## config.mk

```make
export PLATFORM = sky130hd
export DESIGN_NAME = life_row_engine
export DESIGN_NICKNAME = d
export VERILOG_FILES = /design/src/rtl/life_pkg.sv /design/src/rtl/life_word_rule.sv /design/src/rtl/life_row_engine.sv
export SDC_FILE = /design/constraint.sdc
export NUM_CORES = 1
export LEC_CHECK = 0
export ABC_AREA = 1
export CAP_MARGIN = 20
export CORE_ASPECT_RATIO = 1.4
export CORE_MARGIN = 4
export CORE_UTILIZATION = 55
export DETAILED_ROUTE_END_ITERATION = 7
export DONT_BUFFER_PORTS = 1
export PLACE_DENSITY = 0.81
export SETUP_SLACK_MARGIN = 0.2
export SLEW_MARGIN = 20
export SYNTH_ARGS = -nofsm -noshare
export SYNTH_HDL_FRONTEND = slang
export SYNTH_SLANG_ARGS = --single-unit
```

## constraint.sdc

```tcl
create_clock -name clk -period 3.9 [get_ports clk]
set_input_delay 1.17 -clock clk [delete_from_list [all_inputs] [get_ports clk]]
set_output_delay 1.17 -clock clk [all_outputs]
set_load 0.005 [all_outputs]
```

## src/rtl/life_pkg.sv

```systemverilog
// Shared constants and state encoding for the Game-of-Life row engine.
// Cell rule defaults are B3/S23; a mask bit n covers a cell with n live neighbours.
package life_pkg;

    localparam int WIDTH = 16;
    localparam int WORDS = 40;
    localparam logic [8:0] BIRTH_MASK_DEF   = 9'b000001000;
    localparam logic [8:0] SURVIVE_MASK_DEF = 9'b000001100;

    typedef enum logic [1:0] {
        IDLE   = 2'd0,
        PRIME  = 2'd1,
        STREAM = 2'd2,
        FLUSH  = 2'd3
    } life_state_e;

endpackage

```

## src/rtl/life_word_rule.sv

```systemverilog
// Combinational next-generation rule for one WIDTH-cell word of the middle row,
// using the neighbouring words only for the single column across each word boundary.
module life_word_rule #(
    parameter int WIDTH = 16
) (
    input  logic [WIDTH-1:0] prevAbove_i,
    input  logic [WIDTH-1:0] prevCur_i,
    input  logic [WIDTH-1:0] prevBelow_i,
    input  logic [WIDTH-1:0] currAbove_i,
    input  logic [WIDTH-1:0] currCur_i,
    input  logic [WIDTH-1:0] currBelow_i,
    input  logic [WIDTH-1:0] nextAbove_i,
    input  logic [WIDTH-1:0] nextCur_i,
    input  logic [WIDTH-1:0] nextBelow_i,
    input  logic [8:0]       birthMask_i,
    input  logic [8:0]       surviveMask_i,
    output logic [WIDTH-1:0] word_o
);

    logic [WIDTH+1:0] aboveExt;
    logic [WIDTH+1:0] curExt;
    logic [WIDTH+1:0] belowExt;
    logic [15:0]      birthPad;
    logic [15:0]      survivePad;
    logic [3:0]       count;
    logic             unusedBits;

    // Bit 0 of each extended row is column -1 of this word, bit WIDTH+1 is column WIDTH.
    assign aboveExt = {nextAbove_i[0], currAbove_i, prevAbove_i[WIDTH-1]};
    assign curExt   = {nextCur_i[0],   currCur_i,   prevCur_i[WIDTH-1]};
    assign belowExt = {nextBelow_i[0], currBelow_i, prevBelow_i[WIDTH-1]};

    assign birthPad   = {7'b0, birthMask_i};
    assign survivePad = {7'b0, surviveMask_i};

    assign unusedBits = ^{prevAbove_i[WIDTH-2:0], prevCur_i[WIDTH-2:0], prevBelow_i[WIDTH-2:0],
                          nextAbove_i[WIDTH-1:1], nextCur_i[WIDTH-1:1], nextBelow_i[WIDTH-1:1]};

    always_comb begin
        word_o = '0;
        count  = '0;
        for (int i = 0; i < WIDTH; i++) begin
            count = 4'(aboveExt[i]) + 4'(aboveExt[i+1]) + 4'(aboveExt[i+2])
                  + 4'(curExt[i])                       + 4'(curExt[i+2])
                  + 4'(belowExt[i]) + 4'(belowExt[i+1]) + 4'(belowExt[i+2]);
            word_o[i] = curExt[i+1] ? survivePad[count] : birthPad[count];
        end
    end

endmodule

```

## src/rtl/life_row_engine.sv

```systemverilog
// Streams one display row through a two-word window and emits next-generation words.
// Define ROW_POPCOUNT_EN to accumulate the live-cell count of each completed row on liveCount.
module life_row_engine
    import life_pkg::*;
#(
    parameter logic [8:0] BIRTH_MASK   = BIRTH_MASK_DEF,
    parameter logic [8:0] SURVIVE_MASK = SURVIVE_MASK_DEF
) (
    input  logic             clk,
    input  logic             rst_n,
    input  logic             inValid,
    output logic             inReady,
    input  logic [WIDTH-1:0] inAbove,
    input  logic [WIDTH-1:0] inCur,
    input  logic [WIDTH-1:0] inBelow,
    input  logic             inFirst,
    input  logic             inLast,
    output logic             outValid,
    input  logic             outReady,
    output logic [WIDTH-1:0] outData,
    output logic [5:0]       outIndex,
    output logic             outLast,
    output logic             protoErr,
    output logic [9:0]       liveCount
);

    localparam logic [5:0] LAST_IDX = 6'(WORDS - 1);

    // Row order inside a window word: [0] above, [1] current, [2] below.
    life_state_e             state_q, state_d;
    logic [2:0][WIDTH-1:0]   prev_q, prev_d;
    logic [2:0][WIDTH-1:0]   curr_q, curr_d;
    logic [5:0]              wordIdx_q, wordIdx_d;
    logic                    protoErr_q, protoErr_d;
    logic                    outValid_q;
    logic [WIDTH-1:0]        outData_q;
    logic [5:0]              outIndex_q;
    logic                    outLast_q;

    logic [2:0][WIDTH-1:0]   beat;
    logic [2:0][WIDTH-1:0]   ruleNext;
    logic [WIDTH-1:0]        ruleWord;
    logic                    slotFree;
    logic                    loadOut;
    logic                    lastOut;

    assign beat     = {inBelow, inCur, inAbove};
    assign slotFree = !outValid_q || outReady;

    // The incoming beat acts as the right-hand window word, so word k is
    // produced in the same cycle that beat k+1 is accepted.
    life_word_rule #(.WIDTH(WIDTH)) u_rule (
        .prevAbove_i   (prev_q[0]),
        .prevCur_i     (prev_q[1]),
        .prevBelow_i   (prev_q[2]),
        .currAbove_i   (curr_q[0]),
        .currCur_i     (curr_q[1]),
        .currBelow_i   (curr_q[2]),
        .nextAbove_i   (ruleNext[0]),
        .nextCur_i     (ruleNext[1]),
        .nextBelow_i   (ruleNext[2]),
        .birthMask_i   (BIRTH_MASK),
        .surviveMask_i (SURVIVE_MASK),
        .word_o        (ruleWord)
    );

    // PRIME also waits for a free output slot so a still-pending final word
    // of the previous row is never overwritten.
    always_comb begin
        state_d    = state_q;
        prev_d     = prev_q;
        curr_d     = curr_q;
        wordIdx_d  = wordIdx_q;
        protoErr_d = protoErr_q;
        inReady    = 1'b0;
        ruleNext   = beat;
        loadOut    = 1'b0;
        lastOut    = 1'b0;
        unique case (state_q)
            IDLE: begin
                inReady = 1'b1;
                if (inValid) begin
                    if (inFirst) begin
                        prev_d    = '0;
                        curr_d    = beat;
                        wordIdx_d = '0;
                        state_d   = PRIME;
                        if (inLast) protoErr_d = 1'b1;
                    end else begin
                        protoErr_d = 1'b1;
                    end
                end
            end
            PRIME, STREAM: begin
                inReady = slotFree;
                if (inValid && slotFree) begin
                    if (inFirst) begin
                        protoErr_d = 1'b1;
                        prev_d     = '0;
                        curr_d     = beat;
                        wordIdx_d  = '0;
                        state_d    = PRIME;
                    end else begin
                        loadOut   = 1'b1;
                        prev_d    = curr_q;
                        curr_d    = beat;
                        wordIdx_d = wordIdx_q + 6'd1;
                        state_d   = STREAM;
                        if (inLast) begin
                            state_d = FLUSH;
                            if (wordIdx_q != LAST_IDX - 6'd1) protoErr_d = 1'b1;
                        end
                    end
                end
            end
            FLUSH: begin
                ruleNext = '0;
                if (slotFree) begin
                    loadOut = 1'b1;
                    lastOut = 1'b1;
                    state_d = IDLE;
                end
            end
            default: state_d = IDLE;
        endcase
    end

    always_ff @(posedge clk or negedge rst_n) begin
        if (!rst_n) begin
            state_q    <= IDLE;
            prev_q     <= '0;
            curr_q     <= '0;
            wordIdx_q  <= '0;
            protoErr_q <= 1'b0;
        end else begin
            state_q    <= state_d;
            prev_q     <= prev_d;
            curr_q     <= curr_d;
            wordIdx_q  <= wordIdx_d;
            protoErr_q <= protoErr_d;
        end
    end

    always_ff @(posedge clk or negedge rst_n) begin
        if (!rst_n) begin
            outValid_q <= 1'b0;
            outData_q  <= '0;
            outIndex_q <= '0;
            outLast_q  <= 1'b0;
        end else if (loadOut) begin
            outValid_q <= 1'b1;
            outData_q  <= ruleWord;
            outIndex_q <= wordIdx_q;
            outLast_q  <= lastOut;
        end else if (outReady) begin
            outValid_q <= 1'b0;
        end
    end

    assign outValid = outValid_q;
    assign outData  = outData_q;
    assign outIndex = outIndex_q;
    assign outLast  = outLast_q;
    assign protoErr = protoErr_q;

`ifdef ROW_POPCOUNT_EN
    logic [9:0] acc_q;
    logic [9:0] liveCount_q;
    logic [9:0] wordPop;

    always_comb begin
        wordPop = '0;
        for (int i = 0; i < WIDTH; i++) begin
            wordPop = wordPop + 10'(ruleWord[i]);
        end
    end

    // A fresh row load (or restart) zeroes the running sum before word 0 arrives.
    always_ff @(posedge clk or negedge rst_n) begin
        if (!rst_n) begin
            acc_q       <= '0;
            liveCount_q <= '0;
        end else if (state_d == PRIME && !loadOut) begin
            acc_q <= '0;
        end else if (loadOut) begin
            if (lastOut) begin
                liveCount_q <= acc_q + wordPop;
                acc_q       <= '0;
            end else begin
                acc_q <= acc_q + wordPop;
            end
        end
    end

    assign liveCount = liveCount_q;
`else
    assign liveCount = '0;
`endif

endmodule

```

After elaboration in Yosys (flattened, before gate mapping)
Memory sizes are Yosys's and may differ from the RTL's.
Cells that the tools add are included.
Operators by class
  add/subtract/negate cells: 113
  order comparisons: 16
  equality and inequality tests: 11
  multiplexer cells: 86
  reduce and logical (&&, ||, !) cells: 10
Operators with widths (count)
  adder 4 x 1 -> 4 bit: 96
  2-to-1 mux 48 bit: 7
  case mux 48 bit (2 select lines): 2
  < comparator 4 x 5 -> 1 bit, second input constant: 16
  2-to-1 mux 1 bit: 62
  2-to-1 mux 33 bit: 1
  adder 1 x 1 -> 2 bit: 16
  2-to-1 mux 6 bit: 4
  case mux 6 bit (2 select lines): 1
  2-to-1 mux 2 bit: 5
  != test 3 bit, second input constant: 3
  != test 2 bit, second input constant: 4
  AND reduction 4 bit: 2
  adder 6 x 1 -> 6 bit, second input constant: 1
  != test 6 bit, second input constant: 1
  case mux 1 bit (2 select lines): 3
  case mux 2 bit (3 select lines): 1
  AND reduction 6 bit: 1
  == test 2 bit, second input constant: 2
  nonzero test 2 bit: 2
  == test 2 x 1 -> 1 bit, second input constant: 1
  logical NOT 2 bit: 1
  OR reduction 2 bit: 1
  logical AND 1 bit: 1
  other kinds (2): 2
Word-level totals
  flip-flop bits (word level): 129
  ROM bits: 512
  input port bits: 54
  output and inout port bits: 36
  logic and storage cells: 281
  memories kept: 32
Memories
  (name not given): words 16, width 1, rd ports 1, clocked after Yosys merged registers in 0, write ports 0, line life_word_rule.sv:46  | word_o[i] = curExt[i+1] ? survivePad[count] : birthPad[count];
  (name not given): words 16, width 1, rd ports 1, clocked after Yosys merged registers in 0, write ports 0, line life_word_rule.sv:46
  (name not given): words 16, width 1, rd ports 1, clocked after Yosys merged registers in 0, write ports 0, line life_word_rule.sv:46
  (name not given): words 16, width 1, rd ports 1, clocked after Yosys merged registers in 0, write ports 0, line life_word_rule.sv:46
  (name not given): words 16, width 1, rd ports 1, clocked after Yosys merged registers in 0, write ports 0, line life_word_rule.sv:46
  (name not given): words 16, width 1, rd ports 1, clocked after Yosys merged registers in 0, write ports 0, line life_word_rule.sv:46
  +26 memories

Logic depth before layout (Yosys ltp)
  depth in word-level cells: 11
  mapped depth: 14
  depth with buffers taken out: 14

Hierarchy
Synthesis repeated with hierarchy kept, for this count alone.
Unflattened totals
  cell total of the unflattened synthesis: 1677
  area, all modules: 11397.2 um^2
By module, submodules not included
  life_word_rule: times used 1, cells each 1015, area an instance 5906.9 um^2, sequential area each 0.0 um^2
  life_row_engine: times used 1, cells each 662, area an instance 5490.3 um^2, sequential area each 3228.1 um^2

Worst setup path after synthesis
No wires, ideal clock.
  kind: input to register
  from: input inBelow[0]
  to: register outData_q[15], in the netlist outData[15]
  setup time: 0.065 ns
  arrival: 2.975 ns
  data required time: 3.835 ns
  slack: 0.860 ns
  stages: 9
  buffers on the path: 0
  cell sequence: nand2_1 -> fa_1 -> inv_1 -> fa_1 -> inv_1 -> fa_1 -> a211oi_1 -> nand3_1 -> nand2_1
On the way
  cells in the longest elaborated chain, start to end: 5
  elaborated cells between the ends (all ways): 7
  classes of those cells: add/sub: 1; mux: 4; memory: 2
Ends and longest elaborated chain
  start: declaration: line life_row_engine.sv:15  | input logic [WIDTH-1:0] inBelow,
  2-to-1 mux 33 bit (*): line life_row_engine.sv:79  | unique case (state_q)
  adder 4 x 1 -> 4 bit (*): line life_word_rule.sv:45  | + 4'(belowExt[i]) + 4'(belowExt[i+1]) + 4'(belowExt[i+2]);
  memory (16 x 1 bit)
  2-to-1 mux 1 bit (implied by the code): line life_word_rule.sv:46
  2-to-1 mux 1 bit (*): line life_word_rule.sv:46
  end signal: assignment: line life_row_engine.sv:152  | outData_q <= ruleWord;
  end: declaration: line life_row_engine.sv:36  | logic [WIDTH-1:0] outData_q;
Mark *: on every way between the ends. The rest lies on a longest branch, timed or not. The select of a mux whose other input is x is not followed.
A chain may end at the register's enable or synchronous reset.

Worst setup path in the final report
  from: register curr_q[14] in the netlist's numbering
  to: register outData_q[15], in the netlist outData[15]
On the way
  cells in the longest elaborated chain, start to end: 10
  elaborated cells between the ends (all ways): 12
  classes of those cells: add/sub: 7; mux: 3; memory: 2
Ends and longest elaborated chain
  start: declaration: line life_row_engine.sv:32  | logic [2:0][WIDTH-1:0] curr_q, curr_d;
  start signal: assignment: line life_row_engine.sv:138  | curr_q <= curr_d;
  adder 1 x 1 -> 2 bit (*): line life_word_rule.sv:43  | count = 4'(aboveExt[i]) + 4'(aboveExt[i+1]) + 4'(aboveExt[i+2])
  adder 4 x 1 -> 4 bit (*): line life_word_rule.sv:43
  adder 4 x 1 -> 4 bit (*) (2 in a row): line life_word_rule.sv:44  | + 4'(curExt[i]) + 4'(curExt[i+2])
  adder 4 x 1 -> 4 bit (*) (3 in a row): line life_word_rule.sv:45
  memory (16 x 1 bit)
  2-to-1 mux 1 bit (implied by the code): line life_word_rule.sv:46
  2-to-1 mux 1 bit (*): line life_word_rule.sv:46
Marks and branches as above.

==> metrics.txt <==
Critical Path Start curr_q[14]$_DFFE_PN0P_; # hold bufs at CTS 0; chip width 98.8 µm; synth top area cells dfrtp_1 (33%), fa_1 (20%), ha_1 (10%); max_cap viols 0; die area 13300 µm²; RSZ-0062 raised after global routing false; post-CTS sizing 0; post-CTS setup buffer count 0; gpl congestion between 0.8 and 0.9; GRT Util Overall roughly a fifth; ys flop type dfrtp_1; status finished clean; Nets 902; kind of critical path register to register; largest net degree at the start of global routing 85; dpl hpwl slightly below 10000 µm; clock period minus worst slack roughly 3200 ps; synthesis-to-finish area growth 5.78%; Yosys reg bits 84; sequential area share after synthesis 33.1%; Starting DRT DRC Count 169; Detail Route Antenna Nets 0; highest-count cells in the layout ignoring fill and taps nand2_1 (173), inv_1 (168), dfrtp_1 (84); initial core utilization 56.0%; CTS Buf Count 9; I/O pin count 90; H-tree depth 3; CP required between 4000 and 5000 ps; HP Start protoErr$_DFFE_PN0P_; EDFF count, synth 0; Warnings, synthesis 0; Syn Inst Count 736; first-pass GRT wire length 21600 µm; Inst Count DP just under 900; CP peak stage delay 550 ps; Worst Path Max Fanout 3; worst min path class register to register; Fillers 1004; clock root cell clkbuf_16; fin. max-slew vios 0; Via Count 4472; count of clock tree sinks 84; most common cell after layout, fill and taps aside nand2_1; Core Area 11300 µm²; Post-Route Utilization approximately three fifths; CP Cell Sequence ha_1, inv_1, fa_1, fa_1, inv_1, fa_1, inv_1, fa_1, a211oi_1, nand3_1, nand2_1; Finish-stage setup viols 0; period utilization 81.6%; WL per Instance 14.1 µm; Fin. Hold Viols 0; unique cell type count in the Yosys netlist 26; Row Count 46; residual DRC count 0; post-route setup TNS 0 ps; minimum hold slack 489 ps; Worst Tran Pin Value 691 ps; gr ovfl total 0; diode count 0; vias in the first global route around 4700; Startpoint Class register; Yosys top cell by area dfrtp_1; CP max-delay cell fa_1; Syn Area/Cell 8.62 µm²; vias per inst 5.08; fraction of layout cells with a size suffix above 1 3.80%; synthesized area roughly 6300 µm²; Worst-path clk slew 60 ps; Final Non-Filler Cells between 800 and 900; drt total wl 12400 µm; drt pass-1 iters 4; max_slew headroom 53.9%; CP most frequent cell fa_1; fraction of registers with async set/reset 100%; Setup Skew 5.11 ps; CP endpoint kind register; launch point of the worst reg-to-reg path curr_q[14]$_DFFE_PN0P_; CTS tree done; Reg area between 2000 and 2500 µm²; chip height 135 µm; f_max 314 MHz; Clock Latency Late Sink 340 ps; initial antenna violation count 0; arrival time at the worst endpoint 3470 ps; PortBufs 0; share of the synthesized area in the top cell type 33.1%; Longest Clk Path Bufs 2; area taken by multi-input logic gates 3450 µm²
[worst max-delay path: cells and delay by family (launching register included)]
family | cells | cell delay (ps)
adders and majority gates | 5 | 2120
DFF | 1 | 410
AOI/OAI and AO/OA | 1 | 210
buffers and inverters | 3 | 200
and+or+nand+nor | 2 | 190
[layer usage]
metal,vias up,GRT usage (%),share of wire [%]
met4,0,7.97,1.9
met1,2186,24.0,41
li1,2198,-,-
met5,-,0,0
met3,14,3.82,3.4
met2,74,36.7,54
[metrics by stage]
stage | setup WS (ps) | cell area (µm²)
after floorplan | 860 | 6380
after global placement | 797 | 6390
after detailed placement | 699 | 6390
after CTS | 700 | 6710
after global routing | 508 | 6710
final | 716 | 6710
[cell usage after synthesis (5+ instances only)]
cell type and n:
inv_1 168, fa_1 64, o21ai_0 62, nand2_1 173, ha_1 52, dfrtp_1 84
a21oi_1 10, nand3_1 15, buf_4 14, o21ai_1 6, nor2_1 47, clkbuf_1 5
[registers in the layout (all words and copies together), names as in the netlist]
register	count
state_q	2
outValid	1
curr_q	48
wordIdx_q	6
outIndex	6
protoErr	1
outData	16
outLast	1
prev_q	3
[cell families after synthesis]
family	after synthesis	synth area share [%]
adders and majority gates	116	30.4
and+or+nand+nor	248	15.6
other	1	0.0591
buffers and inverters	196	13.0
DFF	84	33.1
AOI/OAI and AO/OA	91	7.83
[area by class of cell]
type                            instances  area share, %
Timing Repair Buffer                    3          0.335
Tap cell                              144           2.68
Clock buffer                           12           3.67
Clock inverter                          4           1.08
Multi-Input combinational cell        465           51.4
Sequential cell                        84           31.3
Inverter                              169           9.49
[worst paths after layout]
path / endpoint / slack (ps) / depth (start not counted)
max: outData[15]$_DFFE_PN0P_ / 720 / 11
min: protoErr$_DFFE_PN0P_ / 490 / 2
max reg2reg: outData[15]$_DFFE_PN0P_ / 720 / 11
min reg2reg: protoErr$_DFFE_PN0P_ / 490 / 2
max in group asynchronous: curr_q[18]$_DFFE_PN0P_ / 3260 / 0
min in group asynchronous: protoErr$_DFFE_PN0P_ / 520 / 0
Power is not shown: default switching activity piles up to over one toggle a cycle in this logic, so the estimate is an artifact.
